`config.mk`:
```
export PLATFORM = sky130hd
export DESIGN_NAME = stack_prog_loader
export DESIGN_NICKNAME = d
export VERILOG_FILES = /design/src/rtl/stack_isa_pkg.sv /design/src/rtl/stack_insn_check.sv /design/src/rtl/stack_prog_loader.sv
export SDC_FILE = /design/constraint.sdc
export NUM_CORES = 1
export LEC_CHECK = 0
export ABC_CLOCK_PERIOD_IN_PS = 1750
export CORE_MARGIN = 2
export CORE_UTILIZATION = 44
export CTS_CLUSTER_SIZE = 30
export DETAILED_ROUTE_END_ITERATION = 10
export GPL_TIMING_DRIVEN = 0
export PLACE_DENSITY = 0.69
export SKIP_CTS_REPAIR_TIMING = 1
export SLEW_MARGIN = 20
export SYNTH_ARGS = -nofsm -noshare
export SYNTH_HDL_FRONTEND = slang
export SYNTH_SLANG_ARGS = --single-unit
```
`constraint.sdc`:
```
create_clock -name clk -period 1.75 [get_ports clk]
set_input_delay 0.35 -clock clk [delete_from_list [all_inputs] [get_ports clk]]
set_output_delay 0.35 -clock clk [all_outputs]
set_load 0.01 [all_outputs]
```
`src/rtl/stack_isa_pkg.sv`:
```
// Shared ISA definitions for the stack machine: widths, opcodes, loader states
// and the error codes reported by the program loader.
package stack_isa_pkg;

  localparam int OPC_W  = 4;
  localparam int OPR_W  = 8;
  localparam int INSN_W = 12;

  localparam logic [3:0] OP_PUSH  = 4'd0;
  localparam logic [3:0] OP_LOAD  = 4'd1;
  localparam logic [3:0] OP_STORE = 4'd2;
  localparam logic [3:0] OP_ADD   = 4'd3;
  localparam logic [3:0] OP_SUB   = 4'd4;
  localparam logic [3:0] OP_JMPF  = 4'd5;
  localparam logic [3:0] OP_JMPB  = 4'd6;
  localparam logic [3:0] OP_BEQ   = 4'd7;
  localparam logic [3:0] OP_BNE   = 4'd8;
  localparam logic [3:0] OP_BLE   = 4'd9;
  localparam logic [3:0] OP_BLT   = 4'd10;
  localparam int         NUM_OPS  = 11;

  typedef enum logic [2:0] {
    S_LEN  = 3'd0,
    S_OPC  = 3'd1,
    S_OPR  = 3'd2,
    S_CSUM = 3'd3,
    S_RESP = 3'd4
  } ld_state_e;

  localparam logic [1:0] ERR_NONE  = 2'd0;
  localparam logic [1:0] ERR_BADOP = 2'd1;
  localparam logic [1:0] ERR_CSUM  = 2'd2;
  localparam logic [1:0] ERR_BOTH  = 2'd3;

  // Pack the two error flags into the reported error code.
  function automatic logic [1:0] err_pack(input logic csum_fail, input logic bad_op);
    err_pack = {csum_fail, bad_op};
  endfunction

endpackage

```
`src/rtl/stack_insn_check.sv`:
```
// Combinational opcode legality check. A byte is a legal opcode when its
// upper bits are zero and its opcode field is below NUM_OPS. Also used by
// the interpreter's illegal-op trap.
module stack_insn_check
  import stack_isa_pkg::*;
#(
  parameter int OPC_W   = 4,
  parameter int NUM_OPS = 11
) (
  input  logic [7:0] opc_byte_i,
  output logic       legal_o
);

  localparam logic [OPC_W:0] OPS_LIM = (OPC_W + 1)'(NUM_OPS);

  // Upper bits must be clear and the opcode field must name an implemented op.
  always_comb begin
    legal_o = (opc_byte_i[7:OPC_W] == '0) &&
              ({1'b0, opc_byte_i[OPC_W-1:0]} < OPS_LIM);
  end

endmodule

```
`src/rtl/stack_prog_loader.sv`:
```
// Program loader for the stack-machine instruction memory. Accepts a framed
// byte stream (LEN, LEN x {OPC, OPR}, CSUM), writes legal instruction words
// into the program store and releases core_hold only after a clean frame.
module stack_prog_loader
  import stack_isa_pkg::*;
#(
  parameter int   ADDR_W    = 8,
  parameter int   OPR_W     = 8,
  parameter int   OPC_W     = 4,
  parameter int   NUM_OPS   = 11,
  parameter logic BOOT_HOLD = 1'b1
) (
  input  logic                     clk,
  input  logic                     rst_n,
  input  logic                     in_valid,
  input  logic [7:0]               in_data,
  output logic                     in_ready,
  output logic                     imem_we,
  output logic [ADDR_W-1:0]        imem_addr,
  output logic [OPR_W+OPC_W-1:0]   imem_wdata,
  output logic                     core_hold,
  output logic                     busy,
  output logic                     load_done,
  output logic                     load_err,
  output logic [1:0]               err_code
);

  ld_state_e                  state_q, state_d;
  logic [ADDR_W-1:0]          cnt_last_q, cnt_last_d;
  logic [ADDR_W-1:0]          addr_q, addr_d;
  logic [7:0]                 csum_q, csum_d;
  logic [OPC_W-1:0]           opc_q, opc_d;
  logic                       bad_word_q, bad_word_d;
  logic                       bad_op_q, bad_op_d;
  logic                       fail_q, fail_d;
  logic                       we_q, we_d;
  logic [ADDR_W-1:0]          waddr_q, waddr_d;
  logic [OPR_W+OPC_W-1:0]     wdata_q, wdata_d;
  logic                       hold_q, hold_d;
  logic                       done_q, done_d;
  logic                       err_q, err_d;
  logic [1:0]                 code_q, code_d;
  logic                       legal_s;
  logic                       accept_s;

  stack_insn_check #(
    .OPC_W   (OPC_W),
    .NUM_OPS (NUM_OPS)
  ) u_insn_check (
    .opc_byte_i (in_data),
    .legal_o    (legal_s)
  );

  // The response cycle is the only one in which the stream is stalled.
  assign in_ready   = (state_q != S_RESP);
  assign busy       = (state_q != S_LEN);
  assign accept_s   = in_valid & in_ready;
  assign imem_we    = we_q;
  assign imem_addr  = waddr_q;
  assign imem_wdata = wdata_q;
  assign core_hold  = hold_q;
  assign load_done  = done_q;
  assign load_err   = err_q;
  assign err_code   = code_q;

  // Next-state logic: the frame FSM moves only on accepted bytes, except the
  // single response cycle which always completes.
  always_comb begin
    state_d    = state_q;
    cnt_last_d = cnt_last_q;
    addr_d     = addr_q;
    csum_d     = csum_q;
    opc_d      = opc_q;
    bad_word_d = bad_word_q;
    bad_op_d   = bad_op_q;
    fail_d     = fail_q;
    we_d       = 1'b0;
    waddr_d    = waddr_q;
    wdata_d    = wdata_q;
    hold_d     = hold_q;
    done_d     = 1'b0;
    err_d      = err_q;
    code_d     = code_q;

    case (state_q)
      S_LEN: begin
        if (accept_s) begin
          // LEN=0 wraps to the full address space through the subtraction.
          cnt_last_d = in_data[ADDR_W-1:0] - ADDR_W'(1);
          addr_d     = '0;
          csum_d     = in_data;
          bad_op_d   = 1'b0;
          fail_d     = 1'b0;
          err_d      = 1'b0;
          code_d     = ERR_NONE;
          hold_d     = 1'b1;
          state_d    = S_OPC;
        end else begin
          state_d    = S_LEN;
        end
      end
      S_OPC: begin
        if (accept_s) begin
          opc_d      = in_data[OPC_W-1:0];
          bad_word_d = ~legal_s;
          csum_d     = csum_q ^ in_data;
          state_d    = S_OPR;
        end else begin
          state_d    = S_OPC;
        end
      end
      S_OPR: begin
        if (accept_s) begin
          csum_d = csum_q ^ in_data;
          // An illegal word keeps its slot but is never written.
          if (bad_word_q) begin
            bad_op_d = 1'b1;
          end else begin
            we_d    = 1'b1;
            waddr_d = addr_q;
            wdata_d = {in_data[OPR_W-1:0], opc_q};
          end
          if (addr_q == cnt_last_q) begin
            state_d = S_CSUM;
          end else begin
            addr_d  = addr_q + ADDR_W'(1);
            state_d = S_OPC;
          end
        end else begin
          state_d = S_OPR;
        end
      end
      S_CSUM: begin
        if (accept_s) begin
          fail_d  = ((csum_q ^ in_data) != 8'h00);
          state_d = S_RESP;
        end else begin
          state_d = S_CSUM;
        end
      end
      S_RESP: begin
        code_d = err_pack(fail_q, bad_op_q);
        if (!fail_q && !bad_op_q) begin
          done_d = 1'b1;
          hold_d = 1'b0;
        end else begin
          err_d  = 1'b1;
          hold_d = 1'b1;
        end
        state_d = S_LEN;
      end
      default: begin
        state_d = S_LEN;
      end
    endcase
  end

  // State and registered outputs; reset drops any partial frame.
  always_ff @(posedge clk or negedge rst_n) begin
    if (!rst_n) begin
      state_q    <= S_LEN;
      cnt_last_q <= '0;
      addr_q     <= '0;
      csum_q     <= 8'h00;
      opc_q      <= '0;
      bad_word_q <= 1'b0;
      bad_op_q   <= 1'b0;
      fail_q     <= 1'b0;
      we_q       <= 1'b0;
      waddr_q    <= '0;
      wdata_q    <= '0;
      hold_q     <= BOOT_HOLD;
      done_q     <= 1'b0;
      err_q      <= 1'b0;
      code_q     <= ERR_NONE;
    end else begin
      state_q    <= state_d;
      cnt_last_q <= cnt_last_d;
      addr_q     <= addr_d;
      csum_q     <= csum_d;
      opc_q      <= opc_d;
      bad_word_q <= bad_word_d;
      bad_op_q   <= bad_op_d;
      fail_q     <= fail_d;
      we_q       <= we_d;
      waddr_q    <= waddr_d;
      wdata_q    <= wdata_d;
      hold_q     <= hold_d;
      done_q     <= done_d;
      err_q      <= err_d;
      code_q     <= code_d;
    end
  end

endmodule

```
==> reports/metrics.yaml <==
hold_violations: 0
syn_to_final_growth_pct: 32.8
critPathCaptureType: "output port"
overflow: 0
status: "finished clean"
finalPower_mw: 5.78
synth_area_um2: 2890
drive_gt1_share_pct: 27.1
async_reset_ff_share_pct: 100
core_area_um2: 6350
critPathMaxStageDelay_ps: 430
route.detailed.drc: 0
power_leakage_nw: 1.69
met3_usage_pct: 6.91
met2_usage_pct: 29.2
clock-root-buffer: "clkbuf_8"
synth_most_common_cell: "dfrtp_1"
synth-seq-cells: 60
grt_pass1_wl_um: 10100
fin_crit_sh_pct: 99.9
timing_worst_slew_pin_value_ps: 525
timing.critical_path.buf_inv: 2
place_inst: 386
setup_viol: 0
finalCriticalPeriod_ps: 1750
min_path_type: "in -> reg"
pre_cts_ws_ps: -783
synth_top_area_share_pct: 51.1
fin_cells: 417
firstDrtPassIters: 4
crit_type: "reg -> out"
grt_pass1_vias: 2087
drtIter0Drc: 84
r2r-start: "addr_q[3]"
crit_family: "flip-flops"
port_buffers: 34
slew_headroom_pct: 64.9
yosysTopAreaCell: "dfrtp_1"
setup_ws_ps: 2.47
path_depth: 3
num-fill-cells: 541
yosys_most_used_dff: "dfrtp_1"
swShare_pct: 35.7
dp_hpwl_um: 4210
finish.utilization_pct: 60.5
clock_sinks: 60
stdcell_area_um2: 3840
die_h_um: 85.1
pwr-share-seq_pct: 39.1
finalMaxSlewViolations: 0
crit_end: "busy"
syn-num-nets: 288
die_x_um: 85.1
clk_latency_ps: 350
path_max_fanout: 10
p_comb_share_pct: 39.3
syn-instance-count: 274
h-tree-depth: 3
via_per_inst: 5.17
dpl_cell_area_um2: 3350
met1_usage_pct: 22.3
num_antenna_cells: 0
yosys_warnings: 0
busiest_layer: "met2"
dieArea_um2: 7240
clk_pin_slew_ps: 70
max_freq_mhz: 572
start_kind: "register"
r2r_end: "addr_q[5]"
grt.total_usage_pct: 17.9
crit_start: "state_q[1]"
synth_edf_count: 0
maxCapViolations: 0
p_sw_mw: 2.06
grt_max_degree: 44
hold-worst-slack_ps: 364
start_util_pct: 45.5
cp_slowest_cell: "dfrtp_2"
cp_cell_sequence: "buf_6, or3_1, clkbuf_2"
post_drt_wl_per_cell_um: 15.0
crit_required_ps: 1400
cts_tree: "yes"
place.gp.congestion: 0.857
clk_path_buf_depth: 2
netlist_top_cells_area: "dfrtp_1, mux2_2, nand2_1"
antenna_found_initial: 0
tns_ps: 0
power_density_nw_per_um2: 1510
ant_nets: 0
synthDistinctLibCells: 47
nets: 349
rsz0062_at_grt: "yes"
syn-mean-instance-area_um2: 10.6
cts_buffers: 9
ys_seq_area_share_pct: 52.0
vias: 2155
num_io_pins: 39
pwr-share-clk_pct: 21.6
finalClockSkew_ps: 7.55
r2r_cells: 6
worstPathArrival_ps: 1400
reg2reg_slack_ps: 50
rows: 29
routed_wl_um: 6270
yosys-top-cells-count: "dfrtp_1, nand2_1, mux2_2"
intPower_mw: 3.72
peakVddDrop_v: 0.000880
-- cell families after synthesis --
kind of cell,after synthesis,share of synthesized area (%)
compound gates,43,9.61
xor+xnor,30,9.09
fa+ha+maj,3,1.30
buf+inv,23,3.68
flops,60,52.0
mux,19,7.40
simple gates,96,17.0
-- routing by layer --
metal | vias to the layer above | part of all wire, % | routed length [µm]
li1 | 1052 | - | -
met2 | 56 | 49 | 3060
met5 | - | 0 | 0
met4 | 0 | 0.97 | 61
met3 | 9 | 6.0 | 377
met1 | 1038 | 44 | 2760
-- sequential cells by signal (all words and copies together) (netlist names) --
name / count
addr_q: 8
bad_op_q: 1
bad_word_q: 1
cnt_last_q: 8
core_hold: 1
csum_q: 8
err_code: 2
fail_q: 1
imem_addr: 8
imem_wdata: 12
imem_we: 1
load_done: 1
load_err: 1
opc_q: 4
state_q: 3
-- power groups by stage --
stage	Combinational (mW)	Clock (mW)	Sequential, mW
4_1_cts	1.85	1.28	2.22
5_1_grt	2.48	1.34	2.33
3_5_place_dp	1.84	0	2.24
6_report	2.27	1.25	2.26
2_1_floorplan	1.11	0	2.23
3_3_place_gp	1.81	0	2.22
-- worst min-delay path by stage --
| stage | startpoint | end | slack [ps] | cells after the start |
|---|---|---|---|---|
| 6_report | in_data[5] | csum_q[5] | 360 | 3 |
| 4_1_cts | rst_n | addr_q[2] | -140 | 1 |
| 5_1_grt | in_data[5] | csum_q[5] | 390 | 3 |
| 3_3_place_gp | load_err | load_err | 460 | 2 |
| 3_5_place_dp | rst_n | imem_addr[3] | 240 | 1 |
| 2_1_floorplan | rst_n | addr_q[0] | 50 | 0 |
-- area by class of cell --
type | count | area (µm²) | share of cell area, %
sequential | 60 | 1510 | 39.4
multi-input combinational | 191 | 1410 | 36.7
timing repair buffer | 51 | 482 | 12.5
clock buffer | 9 | 124 | 3.22
buffer | 15 | 115 | 3.00
tap | 77 | 96.3 | 2.51
clock inverter | 7 | 76.3 | 1.99
inverter | 7 | 26.3 | 0.684
-- worst reg2reg max path: stages (launching register included) --
cell and delay [ps]:
dfrtp_2 480, xor2_2 200, nor4_4 60, buf_4 170, and2_1 160, buf_6 140
a311o_2 370
-- layout by cell type (no fill, tap or decap), drive strengths merged, types with 12 or more instances in the layout --
master,count
dfrtp,59
nand2,43
clkdlybuf4s50,28
buf,24
mux2,19
clkbuf,19
o21ai,18
xor2,18
nor2,14
xnor2,12
No activity file was read; power rests on OpenSTA's default activity.
